### src/rtl/axi_mst_pkg.sv
`default_nettype none
// ============================================================================
// Module      : axi_mst_pkg
// Description : Shared types and helpers for the AXI read/write masters.
// Revision    : 1.0 - initial release
// ============================================================================
package axi_mst_pkg;

    typedef enum logic [3:0] {
        INIT_ST        = 4'd0,
        TRIGGER_ST     = 4'd1,
        READ_REGS_ST   = 4'd2,
        INIT_ADDR_ST   = 4'd3,
        INCR_ADDR_ST   = 4'd4,
        ADDR_ST        = 4'd5,
        DATA_ST        = 4'd6,
        NBURST_ST      = 4'd7,
        TRIGGER_END_ST = 4'd8,
        END_ST         = 4'd9
    } state_t;

    localparam logic [1:0] c_resp_okay  = 2'b00;
    localparam logic [1:0] c_burst_incr = 2'b01;

    // Bytes per beat to AxSIZE encoding; non power-of-two widths map to 0.
    function automatic logic [2:0] bytes_to_axsize(input int unsigned nbytes);
        logic [2:0] size;
        size = 3'd0;
        for (int i = 0; i < 8; i++) begin
            if (nbytes == (32'd1 << i)) begin
                size = i[2:0];
            end
        end
        return size;
    endfunction

endpackage
`default_nettype wire

### src/rtl/fifo_axi.sv
`default_nettype none
// ============================================================================
// Module      : fifo_axi
// Description : Synchronous first-word-fall-through FIFO, power-of-two depth.
// Revision    : 1.0 - initial release
// ============================================================================
module fifo_axi #(
    parameter int WIDTH      = 65,
    parameter int DEPTH_LOG2 = 4
) (
    input  logic             clk,
    input  logic             rstn,
    input  logic             wr_en,
    input  logic [WIDTH-1:0] wr_data,
    input  logic             rd_en,
    output logic [WIDTH-1:0] rd_data,
    output logic             full,
    output logic             empty
);

    localparam int c_depth = 1 << DEPTH_LOG2;

    logic [WIDTH-1:0]    r_mem [c_depth];
    logic [DEPTH_LOG2:0] r_wr_ptr;
    logic [DEPTH_LOG2:0] r_rd_ptr;
    logic                w_push;
    logic                w_pop;

    assign w_push = wr_en & ~full;
    assign w_pop  = rd_en & ~empty;

    // Extra pointer MSB distinguishes full from empty when the indices match.
    assign empty = (r_wr_ptr == r_rd_ptr);
    assign full  = (r_wr_ptr[DEPTH_LOG2-1:0] == r_rd_ptr[DEPTH_LOG2-1:0]) &&
                   (r_wr_ptr[DEPTH_LOG2] != r_rd_ptr[DEPTH_LOG2]);

    always_ff @(posedge clk) begin
        if (!rstn) begin
            r_wr_ptr <= '0;
            r_rd_ptr <= '0;
        end else begin
            if (w_push) r_wr_ptr <= r_wr_ptr + 1'b1;
            if (w_pop)  r_rd_ptr <= r_rd_ptr + 1'b1;
        end
    end

    always_ff @(posedge clk) begin
        if (w_push) begin
            r_mem[r_wr_ptr[DEPTH_LOG2-1:0]] <= wr_data;
        end
    end

    assign rd_data = r_mem[r_rd_ptr[DEPTH_LOG2-1:0]];

endmodule
`default_nettype wire

### src/rtl/synchronizer_n.sv
`default_nettype none
// ============================================================================
// Module      : synchronizer_n
// Description : N-flop single-bit synchronizer with synchronous active-low reset.
// Revision    : 1.0 - initial release
// ============================================================================
module synchronizer_n #(
    parameter int STAGES = 2
) (
    input  logic clk,
    input  logic rstn,
    input  logic d,
    output logic q
);

    logic [STAGES-1:0] r_sync;

    always_ff @(posedge clk) begin
        if (!rstn) begin
            r_sync <= '0;
        end else begin
            r_sync <= {r_sync[STAGES-2:0], d};
        end
    end

    assign q = r_sync[STAGES-1];

endmodule
`default_nettype wire

### src/rtl/axi_mst_read.sv
`default_nettype none
// ============================================================================
// Module      : axi_mst_read
// Description : Triggered AXI4 burst read master streaming data out on AXIS.
// Revision    : 1.0 - initial release
// ============================================================================
module axi_mst_read
    import axi_mst_pkg::*;
#(
    parameter int ID_WIDTH     = 1,
    parameter int DATA_WIDTH   = 64,
    parameter int BURST_LENGTH = 7
) (
    input  logic                    clk,
    input  logic                    rst,
    input  logic                    trigger,
    input  logic                    START_REG,
    input  logic [31:0]             ADDR_REG,
    input  logic [31:0]             NBURST_REG,
    output logic                    ERR_REG,
    output logic [ID_WIDTH-1:0]     m_axi_arid,
    output logic [31:0]             m_axi_araddr,
    output logic [3:0]              m_axi_arlen,
    output logic [2:0]              m_axi_arsize,
    output logic [1:0]              m_axi_arburst,
    output logic                    m_axi_arlock,
    output logic [3:0]              m_axi_arcache,
    output logic [2:0]              m_axi_arprot,
    output logic [3:0]              m_axi_arregion,
    output logic [3:0]              m_axi_arqos,
    output logic                    m_axi_arvalid,
    input  logic                    m_axi_arready,
    input  logic [ID_WIDTH-1:0]     m_axi_rid,
    input  logic [DATA_WIDTH-1:0]   m_axi_rdata,
    input  logic [1:0]              m_axi_rresp,
    input  logic                    m_axi_rlast,
    input  logic                    m_axi_rvalid,
    output logic                    m_axi_rready,
    output logic                    m_axis_tvalid,
    input  logic                    m_axis_tready,
    output logic [DATA_WIDTH-1:0]   m_axis_tdata,
    output logic [DATA_WIDTH/8-1:0] m_axis_tstrb,
    output logic                    m_axis_tlast
);

    localparam int          c_bytes       = DATA_WIDTH / 8;
    localparam logic [31:0] c_burst_bytes = 32'((BURST_LENGTH + 1) * c_bytes);
    localparam logic [3:0]  c_last_beat   = 4'(BURST_LENGTH);

    state_t              r_state;
    state_t              w_next;
    logic                w_rstn;
    logic                w_start;
    logic                w_trig;
    logic [31:0]         r_base;
    logic [31:0]         r_nburst;
    logic [31:0]         r_burst_cnt;
    logic [31:0]         r_araddr;
    logic [3:0]          r_beat_cnt;
    logic                r_err;
    logic                w_arvalid;
    logic                w_rready;
    logic                w_beat;
    logic                w_last_beat;
    logic                w_last_burst;
    logic                w_fifo_full;
    logic                w_fifo_empty;
    logic [DATA_WIDTH:0] w_fifo_rd;
    logic                w_unused_rid;

    assign w_rstn       = ~rst;
    assign w_unused_rid = ^m_axi_rid;

    synchronizer_n #(.STAGES(2)) u_sync_start (
        .clk  (clk),
        .rstn (w_rstn),
        .d    (START_REG),
        .q    (w_start)
    );

    synchronizer_n #(.STAGES(2)) u_sync_trig (
        .clk  (clk),
        .rstn (w_rstn),
        .d    (trigger),
        .q    (w_trig)
    );

    assign w_beat       = m_axi_rvalid & m_axi_rready;
    assign w_last_beat  = (r_beat_cnt == c_last_beat);
    assign w_last_burst = ((r_burst_cnt + 32'd1) == r_nburst);

    always_ff @(posedge clk) begin
        if (rst) r_state <= INIT_ST;
        else     r_state <= w_next;
    end

    always_comb begin
        w_next    = r_state;
        w_arvalid = 1'b0;
        w_rready  = 1'b0;
        case (r_state)
            INIT_ST:        if (w_start) w_next = TRIGGER_ST;
            TRIGGER_ST:     if (w_trig)  w_next = READ_REGS_ST;
            // NBURST_REG is sampled directly here since r_nburst loads on this same edge.
            READ_REGS_ST:   w_next = (NBURST_REG == 32'd0) ? TRIGGER_END_ST : INIT_ADDR_ST;
            INIT_ADDR_ST:   w_next = ADDR_ST;
            INCR_ADDR_ST:   w_next = ADDR_ST;
            ADDR_ST: begin
                w_arvalid = 1'b1;
                if (m_axi_arready) w_next = DATA_ST;
            end
            DATA_ST: begin
                w_rready = ~w_fifo_full;
                if (w_beat && w_last_beat) w_next = NBURST_ST;
            end
            NBURST_ST:      w_next = (r_burst_cnt == r_nburst) ? TRIGGER_END_ST : INCR_ADDR_ST;
            TRIGGER_END_ST: if (!w_trig)  w_next = END_ST;
            END_ST:         if (!w_start) w_next = INIT_ST;
            default:        w_next = INIT_ST;
        endcase
    end

    always_ff @(posedge clk) begin
        if (rst) begin
            r_base      <= '0;
            r_nburst    <= '0;
            r_burst_cnt <= '0;
            r_araddr    <= '0;
            r_beat_cnt  <= '0;
            r_err       <= 1'b0;
        end else begin
            case (r_state)
                READ_REGS_ST: begin
                    r_base      <= ADDR_REG;
                    r_nburst    <= NBURST_REG;
                    r_burst_cnt <= '0;
                    r_err       <= 1'b0;
                end
                INIT_ADDR_ST: r_araddr   <= r_base;
                INCR_ADDR_ST: r_araddr   <= r_araddr + c_burst_bytes;
                ADDR_ST:      r_beat_cnt <= '0;
                DATA_ST: begin
                    if (w_beat) begin
                        r_beat_cnt <= r_beat_cnt + 4'd1;
                        if (w_last_beat) r_burst_cnt <= r_burst_cnt + 32'd1;
                        if ((m_axi_rresp != c_resp_okay) || (m_axi_rlast != w_last_beat)) begin
                            r_err <= 1'b1;
                        end
                    end
                end
                default: ;
            endcase
        end
    end

    fifo_axi #(
        .WIDTH      (DATA_WIDTH + 1),
        .DEPTH_LOG2 (4)
    ) u_fifo (
        .clk     (clk),
        .rstn    (w_rstn),
        .wr_en   (w_beat),
        .wr_data ({w_last_beat & w_last_burst, m_axi_rdata}),
        .rd_en   (m_axis_tvalid & m_axis_tready),
        .rd_data (w_fifo_rd),
        .full    (w_fifo_full),
        .empty   (w_fifo_empty)
    );

    assign m_axis_tvalid  = ~w_fifo_empty;
    assign m_axis_tdata   = w_fifo_rd[DATA_WIDTH-1:0];
    assign m_axis_tlast   = w_fifo_rd[DATA_WIDTH] & ~w_fifo_empty;
    assign m_axis_tstrb   = '1;

    assign m_axi_arid     = '0;
    assign m_axi_araddr   = r_araddr;
    assign m_axi_arlen    = c_last_beat;
    assign m_axi_arsize   = bytes_to_axsize(c_bytes);
    assign m_axi_arburst  = c_burst_incr;
    assign m_axi_arlock   = 1'b0;
    assign m_axi_arcache  = 4'd0;
    assign m_axi_arprot   = 3'b010;
    assign m_axi_arregion = 4'd0;
    assign m_axi_arqos    = 4'd0;
    assign m_axi_arvalid  = w_arvalid;
    assign m_axi_rready   = w_rready;
    assign ERR_REG        = r_err;

endmodule
`default_nettype wire
### config.mk
export PLATFORM = sky130hd
export DESIGN_NAME = axi_mst_read
export DESIGN_NICKNAME = d
export VERILOG_FILES = /design/src/rtl/axi_mst_pkg.sv /design/src/rtl/fifo_axi.sv /design/src/rtl/synchronizer_n.sv /design/src/rtl/axi_mst_read.sv
export SDC_FILE = /design/constraint.sdc
export NUM_CORES = 1
export LEC_CHECK = 0
export CORE_MARGIN = 4
export CORE_UTILIZATION = 40
export CTS_CLUSTER_SIZE = 20
export DETAILED_ROUTE_END_ITERATION = 7
export PLACE_DENSITY = 0.65
export SLEW_MARGIN = 25
export SYNTH_ARGS = -nofsm -noshare
export SYNTH_HDL_FRONTEND = slang
export SYNTH_SLANG_ARGS = --single-unit
### constraint.sdc
create_clock -name clk -period 7.6 [get_ports clk]
set_input_delay 0.76 -clock clk [delete_from_list [all_inputs] [get_ports clk]]
set_output_delay 0.76 -clock clk [all_outputs]
set_load 0.02 [all_outputs]
* After elaboration in Yosys (flattened, before gate mapping)
Memory sizes are Yosys's and may differ from the RTL's. A register that Yosys moved wholly into a read port is not among the register bits.
Cells that the tools add are included.
W data, S select, Z words.
** Operators by class
- Muxes and demuxes :: 24
- Bitwise logic cells :: 8
- $add $sub $neg :: 5
- Reduce and logical (&&, ||, !) cells :: 14
- Equal/unequal tests :: 25
** Operators with widths (number)
- $pmux W32 S2 :: 2
- $eq A32 B32 Y1 :: 2
- $mux W32 :: 2
- $mux W4 :: 11
- $pmux W4 S9 :: 1
- $add A32 B1 Y32 const B :: 1
- $add A32 B7 Y32 const B :: 1
- $logic_not A32 Y1 :: 1
- $eq A4 B3 Y1 const B :: 5
- $ne A2 B2 Y1 const B :: 6
- $add A5 B1 Y5 const B :: 2
- $eq A4 B2 Y1 const B :: 2
- $eq A4 B4 Y1 const B :: 2
- $pmux W4 S2 :: 1
- $reduce_bool A2 Y1 :: 4
- $and A1 B1 Y1 :: 6
- $mux W1 :: 6
- $ne A2 B1 Y1 const B :: 3
- $reduce_and A3 Y1 :: 2
- $reduce_and A6 Y1 :: 1
- $eq A5 B5 Y1 :: 1
- $add A4 B1 Y4 const B :: 1
- $eq A4 B1 Y1 const B :: 1
- $eq A4 B4 Y1 :: 1
- 8 further kinds :: 11
** Word-level totals
- RAM bits :: 1040
- Output and inout bits :: 135
- Register bits after elaboration :: 151
- Word-level logic and storage cells :: 88
- Bits of input ports :: 139
- Memories :: 1
** Memories
- u_fifo.r_mem :: words 16, bits a word 65, read ports 1, clocked after Yosys merged registers in 1, write ports 1, line fifo_axi.sv:23 : logic [WIDTH-1:0] r_mem [c_depth];

* Logic depth before layout (Yosys ltp)
Gate-level depths: netlist (run 1).
- Depth after elaboration :: 8
- Depth in mapped cells :: 10

* Hierarchy
Synthesis (run 1) repeated with hierarchy kept, for this count alone.
** Second synthesis, totals
- Cell total of the unflattened synthesis :: 2539
- Area, all modules :: 47473.0 µm²
** By module, submodules not included
- fifo_axi :: cells an instance 1542, area an instance 39882.0 µm², instances 1, sequential area each 31510.2 µm²
- axi_mst_read :: cells an instance 989, area an instance 7485.9 µm², instances 1, sequential area each 2742.6 µm²
- synchronizer_n :: cells an instance 4, area an instance 52.6 µm², instances 2, sequential area each 40.0 µm²

* Worst setup path before layout (run 1)
No wires, ideal clock.
- Path kind :: register to register
- Start point :: register r_state[2]
- End point :: memory u_fifo.r_mem[0][0], enable pin
- Cell stages (with the launch flop) :: 8
- Setup slack :: 1.092 ns
- Library setup time :: 0.568 ns
- Data arrival time :: 5.939 ns
- Period minus slack after synthesis :: 6.508 ns
- Path buffers :: 2
- Path through :: dfxtp_1 -> buf_2 -> nand2b_1 -> nor2_1 -> o211a_1 -> clkbuf_1 -> nand2_1 -> nor3_1
** On the way
- Word-level cells in the longest chain between the ends :: 6
** Ends and longest elaborated chain
- from (decl) :: line axi_mst_read.sv:50 : state_t r_state;
- from (signal assigned) :: line axi_mst_read.sv:94 : else r_state <= w_next;
- $eq A4 B3 Y1 :: line axi_mst_read.sv:101 : case (r_state)
- $mux W1 :: line axi_mst_read.sv:101
- $and A1 B1 Y1 :: line axi_mst_read.sv:88 : assign w_beat = m_axi_rvalid & m_axi_rready;
- $and A1 B1 Y1 :: line fifo_axi.sv:29 : assign w_push = wr_en & ~full;
- $mux W1 :: line fifo_axi.sv:48 : if (w_push) begin
- $mux W1 (implied by the code) :: line fifo_axi.sv:49 : r_mem[r_wr_ptr[DEPTH_LOG2-1:0]] <= wr_data;
- to (decl) :: line fifo_axi.sv:23
No other way between the ends.

==> results of run 1 <==
power breakdown:
group | total, mW | switching [mW] | internal (mW)
Clock | 5.68 | 2.43 | 3.24
Combinational | 0.223 | 0.139 | 0.0837
Sequential | 7.14 | 0.0108 | 7.13
Total | 13.0 | 2.58 | 10.5
cell families (layout without fill, tap and decap cells):
logic type,Yosys count,count (layout),synth area share (%)
simple gates,506,506,5.19
other cells,2,39,0.0159
flops,1195,1195,72.8
mux,333,333,15.7
xor+xnor,94,94,1.75
buf+inv,187,523,1.85
fa+ha+maj,8,8,0.212
compound gates,198,198,2.44
stage by stage:
step                      total power [mW]  setup WS, ns  instance area, µm²  util (%)  hold slack, ns
final                                 13.0          2.70               55300      47.5           0.441
after global routing                  13.5          2.42               55300      47.5           0.456
after CTS                             13.2          2.47               55300      47.5           0.449
after detailed placement              7.50          3.26               51500      44.2           0.438
after global placement                7.49          3.28               51300      44.0           0.439
after floorplan                       7.36          1.09               47300         -           0.414
worst reg2reg max path, cell delays in order (launching register included):
cell                       delay (ns)
sky130_fd_sc_hd__dfxtp_1         0.66
sky130_fd_sc_hd__nand2b_1        0.23
sky130_fd_sc_hd__nor2_1          0.48
sky130_fd_sc_hd__o211a_1         0.35
sky130_fd_sc_hd__nand2_1         0.25
sky130_fd_sc_hd__nor3_2          0.23
sky130_fd_sc_hd__buf_4           0.67
sky130_fd_sc_hd__buf_4           0.66
metal layers:
metal | up-vias | routed length (µm)
met5 | - | 45
met4 | 6 | 2340
met3 | 156 | 6840
met2 | 794 | 55000
met1 | 12800 | 44900
li1 | 10600 | -
layout make-up:
| class | instances | area (µm²) | area share, % |
|---|---|---|---|
| flip-flops and latches | 1195 | 34300 | 62.1 |
| multi-input cells | 1173 | 12200 | 22.0 |
| clock buffers | 148 | 3190 | 5.76 |
| repair buffers | 291 | 3030 | 5.47 |
| well taps | 1524 | 1910 | 3.45 |
| clock inverters | 71 | 623 | 1.13 |
| inverters | 13 | 48.8 | 0.0882 |
| diodes | 5 | 12.5 | 0.0226 |
worst paths after layout:
check	slack (ns)	to	depth (start not counted)
worst max-delay path	2.70	m_axis_tdata[37]	5
worst min-delay path	0.44	u_sync_trig.r_sync[1]	1
worst max register to register	3.70	u_fifo.r_mem[0][33]	7
worst min register to register	0.44	u_sync_trig.r_sync[1]	1
cell usage in the layout (no fill, tap or decap), types with 15 or more instances in the layout:
master | Yosys | final
sky130_fd_sc_hd__edfxtp_1 | 1040 | 1040
sky130_fd_sc_hd__mux4_2 | 325 | 325
sky130_fd_sc_hd__clkdlybuf4s50_1 | 0 | 237
sky130_fd_sc_hd__nand2_1 | 208 | 206
sky130_fd_sc_hd__dfxtp_1 | 155 | 151
sky130_fd_sc_hd__clkbuf_16 | 0 | 121
sky130_fd_sc_hd__a21oi_1 | 113 | 113
sky130_fd_sc_hd__nor2_1 | 100 | 87
sky130_fd_sc_hd__xor2_1 | 62 | 62
sky130_fd_sc_hd__buf_4 | 37 | 39
sky130_fd_sc_hd__o21ai_0 | 35 | 35
sky130_fd_sc_hd__conb_1 | 2 | 34
sky130_fd_sc_hd__nand3_1 | 33 | 33
sky130_fd_sc_hd__xnor2_1 | 32 | 32
sky130_fd_sc_hd__clkinv_2 | 0 | 30
sky130_fd_sc_hd__nand4_1 | 25 | 25
sky130_fd_sc_hd__nor4_1 | 22 | 22
sky130_fd_sc_hd__clkbuf_1 | 86 | 21
sky130_fd_sc_hd__clkinv_1 | 0 | 21
sky130_fd_sc_hd__nor3_1 | 23 | 17
sky130_fd_sc_hd__nand2b_1 | 15 | 15
sequential cells by signal, summed over array words and instances (netlist names), named ones only:
signal	cells
ERR_REG	1
m_axi_araddr	32
r_base	32
r_beat_cnt	4
r_burst_cnt	32
r_nburst	32
r_state	4
u_fifo.r_mem	1040
u_fifo.r_rd_ptr	5
u_fifo.r_wr_ptr	5
u_sync_start.r_sync	2
u_sync_trig.r_sync	2
==> results.md, run 1 <==
- In the synthesized netlist the dominant register cell turns out to be sky130_fd_sc_hd__edfxtp_1.
- The count of buffer and inverter cells on the critical path is 3.
- At the end of routability-driven placement, the weighted congestion stood at 0.876.
- After detailed routing, the number of remaining DRC violations is 0.
- The synthesized design devotes to its leading area cell type between 60% and 70% of total area.
- Synthesis produced a netlist whose cell count is around 2500.
- After clock tree synthesis, the clock-pin slew on the worst setup and hold paths is approximately 0.060 ns.
- Global routing consumed, on the met1 layer, a little under a quarter of the routing resources.
- The proportion of layout cells with a drive suffix above 1 is between 20% and 30%.
- In this run, the number of DRC markers left after iteration 0 of detailed routing was ~2100.
- In this design, the stage delay of the slowest critical-path cell is roughly 0.75 ns.
- Dividing total power by cell area gives a power density of 236 nW/µm².
- The largest individual stage delay along the critical path comes from the cell sky130_fd_sc_hd__dfxtp_4.
- The sequential-to-total area share from yosys stat is around 73%.
- Summing every instance area after synthesis gives 47100 µm².
- The origin of the critical flop-to-flop path is r_state[2].
- Across the run, the number of max-cap violations was 0.
- At the worst endpoint, the arrival time is roughly 4.1 ns.
- The synthesis warning total is 0.
- The number of pins with negative max-slew slack in the final report is 0.
- The dominant delay contributor by cell family on the critical path is buffers and inverters.
- Using the TritonRoute via totals, the vias-per-cell ratio works out to about 5.5.
- The number of antenna violations at the first check in global routing came to 10.
- The source of the worst hold timing path is u_sync_trig.r_sync[0].
- The average cell area after synthesis is 18.7 µm².
- The final layout contains routed wiring with a total length of 109000 µm.
- Yosys instantiated no cell more often than sky130_fd_sc_hd__edfxtp_1.
- STA classifies the critical path endpoint as an output port.
- The kind of launch point of the worst setup path is a register.
- Setup repair after global routing left no endpoint under its margin.
- The worst path in the final design needs a cycle of between 4 and 5 ns, including I/O delays and setup.
- Leaving out filler cells and counting taps, the final layout contains about 4400.
- Based on the critical path, the design can be clocked at up to slightly above 200 MHz.
- The TritonCTS clock tree is yes.
- The register bit count reported by yosys is 1195.
- Yosys attributes the largest share of cell area to sky130_fd_sc_hd__edfxtp_1 66%, sky130_fd_sc_hd__mux4_2 16%, sky130_fd_sc_hd__dfxtp_1 6.6%, sky130_fd_sc_hd__nand2_1 1.7%, sky130_fd_sc_hd__a21oi_1 1.2%.
- The number of H-tree levels is 3.
- The synthesized netlist contains 64 unique library cells.
- Counting along the longest clock path gives a buffer depth of 3.
- The first TritonRoute pass finished after 5 iterations.
- The full die area is ~120000 µm².
- Global routing consumed, on the met3 layer, ~3.6% of the routing resources.
- The type of the tightest min-delay check is reg2reg.
- The total overflow left after global routing is 0.
- The core region area is roughly 120000 µm².
- The number of buffers added by the clock tree synthesis step is approximately 120.
- The area added between synthesis and finish is 17.4%.
- met2 is the most crowded layer.
- Counting flops with an async set or reset pin after synthesis yields a share of 0%.
- Clock tree synthesis selected as its root buffer the cell sky130_fd_sc_hd__clkbuf_16.
- Counting stages on the worst path, the most repeated cell is sky130_fd_sc_hd__mux4_2.
- 274 I/O pins were placed.
- In the finished design, the share of the clock period the worst path needs comes to about 64%.
- The number of enable flip-flop cells after synthesis is ~1000.
- The data required time of the critical path is 6.84 ns.
- The die is 351 µm tall.
- The number of failing setup endpoints in the final timing report is 0.
- Counting the fill cells in the layout gives between 9000 and 10000.
- In this run the tool buffered the top-level ports with ~240 buffer cells.
- In the synthesized netlist, the cells that appear most often are 1040 x sky130_fd_sc_hd__edfxtp_1, 325 x sky130_fd_sc_hd__mux4_2, 208 x sky130_fd_sc_hd__nand2_1, 155 x sky130_fd_sc_hd__dfxtp_1, 113 x sky130_fd_sc_hd__a21oi_1.
- Global routing consumed, over all layers together, between 15 and 20% of the routing resources.
- For this run, the post-layout net count is between 2000 and 3000.
- Once placement completed, the tool counted placed cells totaling about 4200.
- The average detailed-routed wire length per instance is roughly 25 µm.
- The flow ran to the end, and the final reports show no timing, DRC or antenna violations.
- In this run the remaining antenna-violating nets after routing total 0.
- The fraction of met2 tracks used by global routing is 30.1%.
- The number of endpoints with negative hold slack in the final report is 0.
- The later pin in the worst-skew pair is clocked with a latency of slightly above 0.7 ns.
- The type of the worst setup path is reg2out.
- Once the floorplan was initialized, standard cells occupied 40.5% of the core.
- Summed over all cells, the static leakage comes to 17.0 nW.
- VDD sags by at most 199 µV.
- In this run, post-CTS hold repair placed 0 buffers.
- The width of the die is roughly 350 µm.
- The number of post-CTS setup repair buffers is 0.
- The via count of the routed design is about 24000.
- The worst-case clock skew is between 0.02 and 0.03 ns.
- The global-route wire length before repair is approximately 160000 µm.
- In this run the worst path has a maximum fanout of 58.
- The post-cts resize count is 0.
- Counting every sink on the clock net gives between 1000 and 1500.
- The sum of negative setup slack is 0 ns.
- Headroom to the max-slew limit came out at 34.3%.
- Detailed placement finished with a half-perimeter wire length of roughly 60000 µm.
- Traced cell by cell, the critical path runs through buf_12 -> buf_16 -> mux4_2 -> mux4_2 -> clkdlybuf4s50_1.
- The largest net degree at the start of global routing is roughly 120.
- The number of global-route vias before repair came to roughly 25000.
- The library cell with the largest summed area after synthesis is sky130_fd_sc_hd__edfxtp_1.
- For the pin with the worst max-slew slack, the measured transition is between 0.9 and 1 ns.
- In this run the core area contains about 130 standard-cell rows.
No activity file was read; power rests on OpenSTA's default activity.
==> run 2: changes to the inputs <==
--- a/config.mk
+++ b/config.mk
@@ -9,7 +9,7 @@
 export CORE_UTILIZATION = 40
 export CTS_CLUSTER_SIZE = 20
 export DETAILED_ROUTE_END_ITERATION = 7
-export PLACE_DENSITY = 0.65
+export PLACE_DENSITY = 0.67
 export SLEW_MARGIN = 25
 export SYNTH_ARGS = -nofsm -noshare
 export SYNTH_HDL_FRONTEND = slang
==> constraint.sdc (replaced) <==
create_clock -name clk -period 4.4 [get_ports clk]
set_input_delay 0.44 -clock clk [delete_from_list [all_inputs] [get_ports clk]]
set_output_delay 0.44 -clock clk [all_outputs]
set_load 0.02 [all_outputs]
==> run 2 against run 1 <==
Against the previous run:
- sequential power increased by 72%
- via count is 1.1% higher
- utilization up 0.21 points
- clock skew fell by 0.0076 ns
- first-iteration DRC count up 13%
- setup slack got worse by 2.4 ns
- routed wire length is 0.79% higher
- combinational power is 73% higher
- die area unchanged
- clock power is 73% higher
- largest power group unchanged
==> results.md, run 2 (synthesis results as in run 1) <==
- The flow ran to the end, and the final reports show no timing, DRC or antenna violations.
- The number of port buffers is 238 (unchanged).
- The worst setup path is captured at an output port.
- The full die area is 123000 µm² (unchanged).
- The routability congestion estimate is 0.911 (+4.0%).
- The type of the worst setup path is reg2out.
- The data required time of the critical path is 3.96 ns (-2.88 ns).
- The origin of the critical flop-to-flop path is r_burst_cnt[0].
- The number of nets with antenna violations after detailed routing is 0 (unchanged).
- The met2 wire length is 55000 µm (about the same).
- The total grt overflow is 0 (unchanged).
- The number of post-CTS setup repair buffers was 0 (unchanged).
- The half-perimeter wire length after placement was 59800 µm (-1.8%).
- The routed length on met1 is 45200 µm (+0.80%).
- The number of flip-flops under the largest register name came to 1040 (unchanged).
- The type of the tightest min-delay check is in2reg.
- The post-route worst setup slack came to 0.302 ns (-2.40 ns).
- The post-layout utilization of the core is 47.7% (+0.21 points).
- Setup repair after global routing left no endpoint under its margin.
- The height of the chip is 351 µm (unchanged).
- The top layer used by detailed routing is met5.
- The count of unresolved DRC violations after routing is 0 (unchanged).
- The worst-case clock skew is 0.0198 ns (-0.00759 ns).
- The design area is 55600 µm² (+0.45%).
- The number of maximum-capacitance constraint violations is 0 (unchanged).
- The biggest fanout along the worst timing path was 23 (-60%).
- The number of H-tree levels is 3 (unchanged).
- The slew at the pin closest to its max-slew limit is 1.03 ns (+0.0532 ns).
- The leakage power total is 17.0 nW (+0.37%).
- The largest net degree at the start of global routing is 82 (-30%).
- The cell count of the worst reg-to-reg path is 8 (+1).
- The number of buffers added by the clock tree synthesis step came to 120 (+0.84%).
- The data arrival time of the critical path is 3.66 ns (-0.48 ns).
- The final total power came to 22.6 mW (+73%).
- In the layout the commonest cells are 1040 x sky130_fd_sc_hd__edfxtp_1, 325 x sky130_fd_sc_hd__mux4_2, 237 x sky130_fd_sc_hd__clkdlybuf4s50_1.
- The number of violations reported at the end of detailed-routing iteration 0 is 2374 (+13%).
- The amount of wire on met3 after detailed routing is 7520 µm (+9.9%).
- The final standard cell count with taps included and fillers excluded came to 4435 (+0.34%).
- The number of hold buffers added after cts was 0 (unchanged).
- The area growth from synthesis to layout is 17.9%.
- The number of global-route vias before repair came to 25100 (-0.82%).
- The worst setup path is launched from a register.
- TritonCTS built the clock tree.
- The power density over cell area came to 406 nW/µm² (+72%).
- The aggregate global-route resource usage is 17.8% (+0.083 points).
- The cell row count came to 125 (unchanged).
- The headroom to the max-slew limit is 30.9% (-3.4 points).
- The routed wire length was 110000 µm (+0.79%).
- The setup slack of the worst register-to-register path is 0.84 ns (-2.86 ns).
- The total number of nets in the final design is 2955 (+0.51%).
- The worst flop-to-flop path endpoint is u_fifo.r_mem[10][64].
- The maximum resistive drop on vdd is 329 µV (+65%).
- The average detailed-routed wire length per instance is 24.8 µm (+0.45%).
- The number of failing setup endpoints in the final timing report is 0 (unchanged).
- The initial standard-cell utilization of the core is 40.5% (unchanged).
- The number of pins with negative max-slew slack in the final report is 0 (unchanged).
- The clock period minus worst slack is slightly above 4 ns.
- The global-route wire length before repair is 163000 µm (+0.35%).
- The tree is rooted in a sky130_fd_sc_hd__clkbuf_16.
- The via-per-instance ratio is 5.54 (+0.74%).
- The timing-limited maximum frequency is between 200 and 250 MHz.
- The worst hold margin came to 0.188 ns (-0.253 ns).
- The final worst-path cycle share is between 90 and 100%.
- The core region area was 117000 µm² (unchanged).
- The proportion of layout cells with a drive suffix above 1 is 20.6% (about the same).
- The placed cell count is 4210 (+0.36%).
- The number of buffers between clock root and the deepest sink was 3 (unchanged).
- The detailed-router iteration count before antenna repair is 6 (+1).
- The clock input transition at the sequential cells of the worst setup and hold paths was 0.06 ns (about the same).
- The worst slack at placement is 0.854 ns (-2.41 ns).
- The post-cts resize count is 0 (unchanged).
- The via count of the routed design is 24600 (+1.1%).
- The sum of negative setup slack is 0 ns (unchanged).
- Leaving out fill and tap cells, the most frequent cell in the layout is sky130_fd_sc_hd__edfxtp_1.
- The clock latency of the later-clocked register in the worst-skew pair was 0.71 ns (about the same).
- The number of antenna violations at the first check in global routing came to 9 (-1).
- The number of top-level pins is 274 (unchanged).
- The placed standard-cell area is 51700 µm² (+0.48%).
- The clock net sink count is 1195 (unchanged).
- The number of endpoints with negative hold slack in the final report is 0 (unchanged).
- The timing endpoint of the critical path is m_axis_tdata[6].
- The width of the die came to 351 µm (unchanged).
run 2: power breakdown:
group,internal [mW],switching [mW]
sequential,12.3,0.0180
combinational,0.145,0.239
clock,5.69,4.16
total,18.2,4.42
run 2: cell type report:
cell class / count / area [µm²]
fill: 9450 / 60900
sequential: 1195 / 34300
multi-input combinational: 1173 / 12200
clock buffer: 156 / 3310
timing repair buffer: 305 / 3220
tap: 1524 / 1910
clock inverter: 63 / 532
inverter: 13 / 48.8
antenna: 6 / 15.0
run 2: how the worst min path moves through the flow:
| stage | from | endpoint | slack [ns] | depth (start not counted) |
|---|---|---|---|---|
| floorplan | u_sync_start.r_sync[0] | u_sync_start.r_sync[1] | 0.41 | 1 |
| global placement | u_sync_start.r_sync[0] | u_sync_start.r_sync[1] | 0.43 | 1 |
| detailed placement | u_sync_trig.r_sync[0] | u_sync_trig.r_sync[1] | 0.43 | 1 |
| CTS | rst | r_burst_cnt[1] | 0.12 | 2 |
| global route | rst | r_burst_cnt[1] | 0.16 | 2 |
| finish | rst | r_burst_cnt[1] | 0.19 | 2 |
run 2: layer usage:
metal | vias to the layer above | track usage [%]
li1 | 10600 | -
met1 | 12900 | 24.1
met2 | 871 | 29.8
met3 | 160 | 3.32
met4 | 8 | 4.51
met5 | - | 0
run 2: worst max-delay path, cell delays in order, from the launching register on:
cell and delay, ns:
sky130_fd_sc_hd__dfxtp_4 0.73, sky130_fd_sc_hd__buf_4 0.51, sky130_fd_sc_hd__mux4_2 0.56, sky130_fd_sc_hd__mux4_2 0.55, sky130_fd_sc_hd__clkdlybuf4s50_1 0.57
==> run 3: changes to the inputs <==
--- a/config.mk
+++ b/config.mk
@@ -9,8 +9,8 @@
 export CORE_UTILIZATION = 40
 export CTS_CLUSTER_SIZE = 20
 export DETAILED_ROUTE_END_ITERATION = 7
-export PLACE_DENSITY = 0.67
-export SLEW_MARGIN = 25
+export PLACE_DENSITY = 0.6
+export SLEW_MARGIN = 15
 export SYNTH_ARGS = -nofsm -noshare
 export SYNTH_HDL_FRONTEND = slang
 export SYNTH_SLANG_ARGS = --single-unit
==> run 3 against run 2 <==
Against the previous run:
- highest routed layer unchanged
- clock skew grew 0.0089 ns
- sequential power barely moved
- cell count about the same
- critical path depth unchanged
- fmax rose by 4.5%
==> results.md, run 3 (synthesis results as in run 1) <==
- The headroom to the max-slew limit came to 25.8% (-5.1 points).
- The number of nets with antenna violations after detailed routing is 0 (unchanged).
- The via-per-instance ratio was 5.49 (-0.85%).
- Walking the worst path, the cells encountered are buf_12 -> mux4_2 -> mux4_2 -> clkdlybuf4s50_1.
- The number of failing setup endpoints in the final timing report was 0 (unchanged).
- The count of buffer and inverter cells on the critical path came to 2 (unchanged).
- The worst slack at placement is 0.829 ns (-0.0243 ns).
- The final worst-path cycle share was 89.1% (-4.0 points).
- The via count of the routed design came to 24400 (-0.90%).
- The delay of the slowest critical-path stage is 0.80 ns (+0.07 ns).
- The number of global-route vias before repair was 25200 (+0.73%).
- The area added between synthesis and finish is 17.8%.
- The number of top-level pins is 274 (unchanged).
- The number of post-CTS setup repair buffers was 0 (unchanged).
- The flow ran to the end, and the final reports show no timing, DRC or antenna violations.
- The data required time of the critical path came to 3.96 ns (about the same).
- The initial standard-cell utilization of the core is 40.5% (unchanged).
- The post-cts resize count is 0 (unchanged).
- The number of pins with negative max-slew slack in the final report is 0 (unchanged).
- The number of buffers added by the clock tree synthesis step is 119 (-0.83%).
- The detailed-router iteration count before antenna repair is 5 (-1).
- The placed cell count is 4209 (-0.024%).
- The share of power burned in combinational logic is 1.7% (about the same).
- The aggregate global-route resource usage came to 17.8% (+0.075 points).
- The internal portion of total power was 18.1 mW (-0.28%).
- The number of maximum-capacitance constraint violations is 0 (unchanged).
- The number of buffers between clock root and the deepest sink is 3 (unchanged).
- The number of violations reported at the end of detailed-routing iteration 0 is 2238 (-5.7%).
- The routability congestion estimate was 0.883 (-3.1%).
- TritonCTS built the clock tree.
- The type of the worst setup path is reg2out.
- The clock latency of the later-clocked register in the worst-skew pair is 0.69 ns (-0.02 ns).
- The biggest fanout along the worst timing path is 72 (+210%).
- The number of antenna violations at the first check in global routing is 14 (+5).
- The sum of negative setup slack is 0 ns (unchanged).
- The clock share of power is 43.5% (-0.2 points).
- The core region area came to 117000 µm² (unchanged).
- The design area was 55500 µm² (-0.13%).
- The worst-case clock skew is 0.0287 ns (+0.00888 ns).
- Leaving out fill and tap cells, the most frequent cells in the layout are 1040 x sky130_fd_sc_hd__edfxtp_1, 325 x sky130_fd_sc_hd__mux4_2, 237 x sky130_fd_sc_hd__clkdlybuf4s50_1.
- The slew at the pin closest to its max-slew limit is 1.11 ns (+0.0756 ns).
- The number of fill cells is 9568 (+1.2%).
- The proportion of layout cells with a drive suffix above 1 is 20.8% (+0.18 points).
- The maximum resistive drop on vdd is 312 µV (-5.4%).
- The switching share of power is 19.6% (about the same).
- The width of the die came to 351 µm (unchanged).
- The leakage power total was 17.0 nW (-0.17%).
- The clock net sink count is 1195 (unchanged).
- The kind of launch point of the worst setup path is a register.
- The power density over cell area is 405 nW/µm² (-0.14%).
- The number of hold buffers added after cts is 0 (unchanged).
- The final standard cell count with taps included and fillers excluded is 4433 (-0.045%).
- The most numerous cell type found on the critical path is sky130_fd_sc_hd__mux4_2.
- The post-route worst setup slack is 0.478 ns (+0.176 ns).
- In this design, the largest share of critical-path delay is due to buffers and inverters.
- The count of unresolved DRC violations after routing is 0 (unchanged).
- The library cell used most frequently in the layout, excluding fill and tap cells, is sky130_fd_sc_hd__edfxtp_1.
- The average detailed-routed wire length per instance is 24.9 µm (+0.54%).
- The number of H-tree levels is 3 (unchanged).
- The cell row count is 125 (unchanged).
- The number of flip-flops under the largest register name is 1040 (unchanged).
- The number of port buffers is 238 (unchanged).
- The data arrival time of the critical path is 3.48 ns (-0.18 ns).
- The global-route wire length before repair is 163000 µm (+0.39%).
- The power share of the sequential group is 54.8% (+0.2 points).
- Setup repair after global routing left no endpoint under its margin.
- The tightest min-delay check is of the in2reg type.
- The clock input transition at the sequential cells of the worst setup and hold paths came to 0.06 ns (about the same).
- The total grt overflow is 0 (unchanged).
- The height of the chip was 351 µm (unchanged).
- The total number of nets in the final design came to 2953 (-0.068%).
- The number of endpoints with negative hold slack in the final report is 0 (unchanged).
- The worst setup path is captured at an output port.
- The full die area is 123000 µm² (unchanged).
- The routed wire length is 111000 µm (+0.50%).
- The half-perimeter wire length after placement is 60700 µm (+1.5%).
- The clock period minus worst slack came to 3.92 ns (-0.176 ns).
- The timing-limited maximum frequency is 255 MHz (+4.5%).
- The cell with the largest stage delay on the worst path is sky130_fd_sc_hd__dfxtp_4.
- The placed standard-cell area is 51700 µm² (about the same).
- The power dissipated by switching net loads came to 4.41 mW (-0.25%).
- The largest net degree at the start of global routing came to 73 (-11%).
- CTS placed an instance of sky130_fd_sc_hd__clkbuf_16 at the clock tree root.
[run 3: cell types whose count changed in the layout (fill, tap and decap cells not counted), moves of 2 or more]
cell	before	now
sky130_fd_sc_hd__bufinv_16	7	9
sky130_fd_sc_hd__clkbuf_16	126	122
sky130_fd_sc_hd__clkbuf_2	0	3
sky130_fd_sc_hd__clkinv_1	26	21
sky130_fd_sc_hd__clkinv_2	21	25
sky130_fd_sc_hd__clkinvlp_4	0	3
sky130_fd_sc_hd__inv_16	2	0
sky130_fd_sc_hd__inv_6	3	5
[run 3: stage by stage]
stage	utilization, %	hold WS [ns]	power (mW)
after global placement	44.4	0.428	12.9
after CTS	47.6	0.208	22.8
after floorplan	-	0.414	12.7
after detailed placement	44.4	0.431	13.0
final	47.6	0.271	22.5
after global routing	47.6	0.264	23.3
[run 3: cell type report]
type                            instances  area (µm²)  area share, %
Tap cell                             1524        1910           3.43
Multi-Input combinational cell       1173       12200           22.0
Inverter                               13        48.8         0.0879
Timing Repair Buffer                  304        3210           5.79
Antenna cell                            5        12.5         0.0225
Sequential cell                      1195       34300           61.9
Clock inverter                         67         581           1.05
Clock buffer                          152        3200           5.76
[run 3: worst paths after layout]
path / depth (start not counted) / slack, ns / end / from
setup / recovery: 4 / 0.48 / m_axis_tdata[8] / register
hold / removal: 2 / 0.27 / m_axi_araddr[14] / rst
setup reg to reg: 8 / 0.79 / u_fifo.r_mem[7][64] / r_burst_cnt[0]
hold reg to reg: 1 / 0.44 / u_sync_start.r_sync[1] / u_sync_start.r_sync[0]
[run 3: worst register-to-register path, stage by stage, from the launching register on]
cell and delay, ns:
sky130_fd_sc_hd__dfxtp_1 0.48, sky130_fd_sc_hd__ha_1 0.36, sky130_fd_sc_hd__nand3_4 0.19, sky130_fd_sc_hd__nor4_2 0.55, sky130_fd_sc_hd__and2_1 0.20, sky130_fd_sc_hd__a21oi_1 0.06, sky130_fd_sc_hd__or4_1 0.41, sky130_fd_sc_hd__nor4_1 0.42
sky130_fd_sc_hd__o2111a_1 0.64
[run 3: power groups by stage]
stage	Combinational (mW)	Clock (mW)	Sequential (mW)
4_1_cts	0.388	10.1	12.3
6_report	0.386	9.79	12.3
2_1_floorplan	0.144	0	12.6
5_1_grt	0.424	10.6	12.3
3_3_place_gp	0.363	0	12.6
3_5_place_dp	0.386	0	12.6
[run 3: per-layer routing]
| metal | global-route usage (%) | wire, µm | part of all wire (%) |
|---|---|---|---|
| met1 | 24.2 | 46800 | 42 |
| met2 | 29.6 | 54100 | 49 |
| met3 | 3.68 | 7300 | 6.6 |
| met4 | 4.70 | 2260 | 2.0 |
| met5 | 0 | 115 | 0.10 |
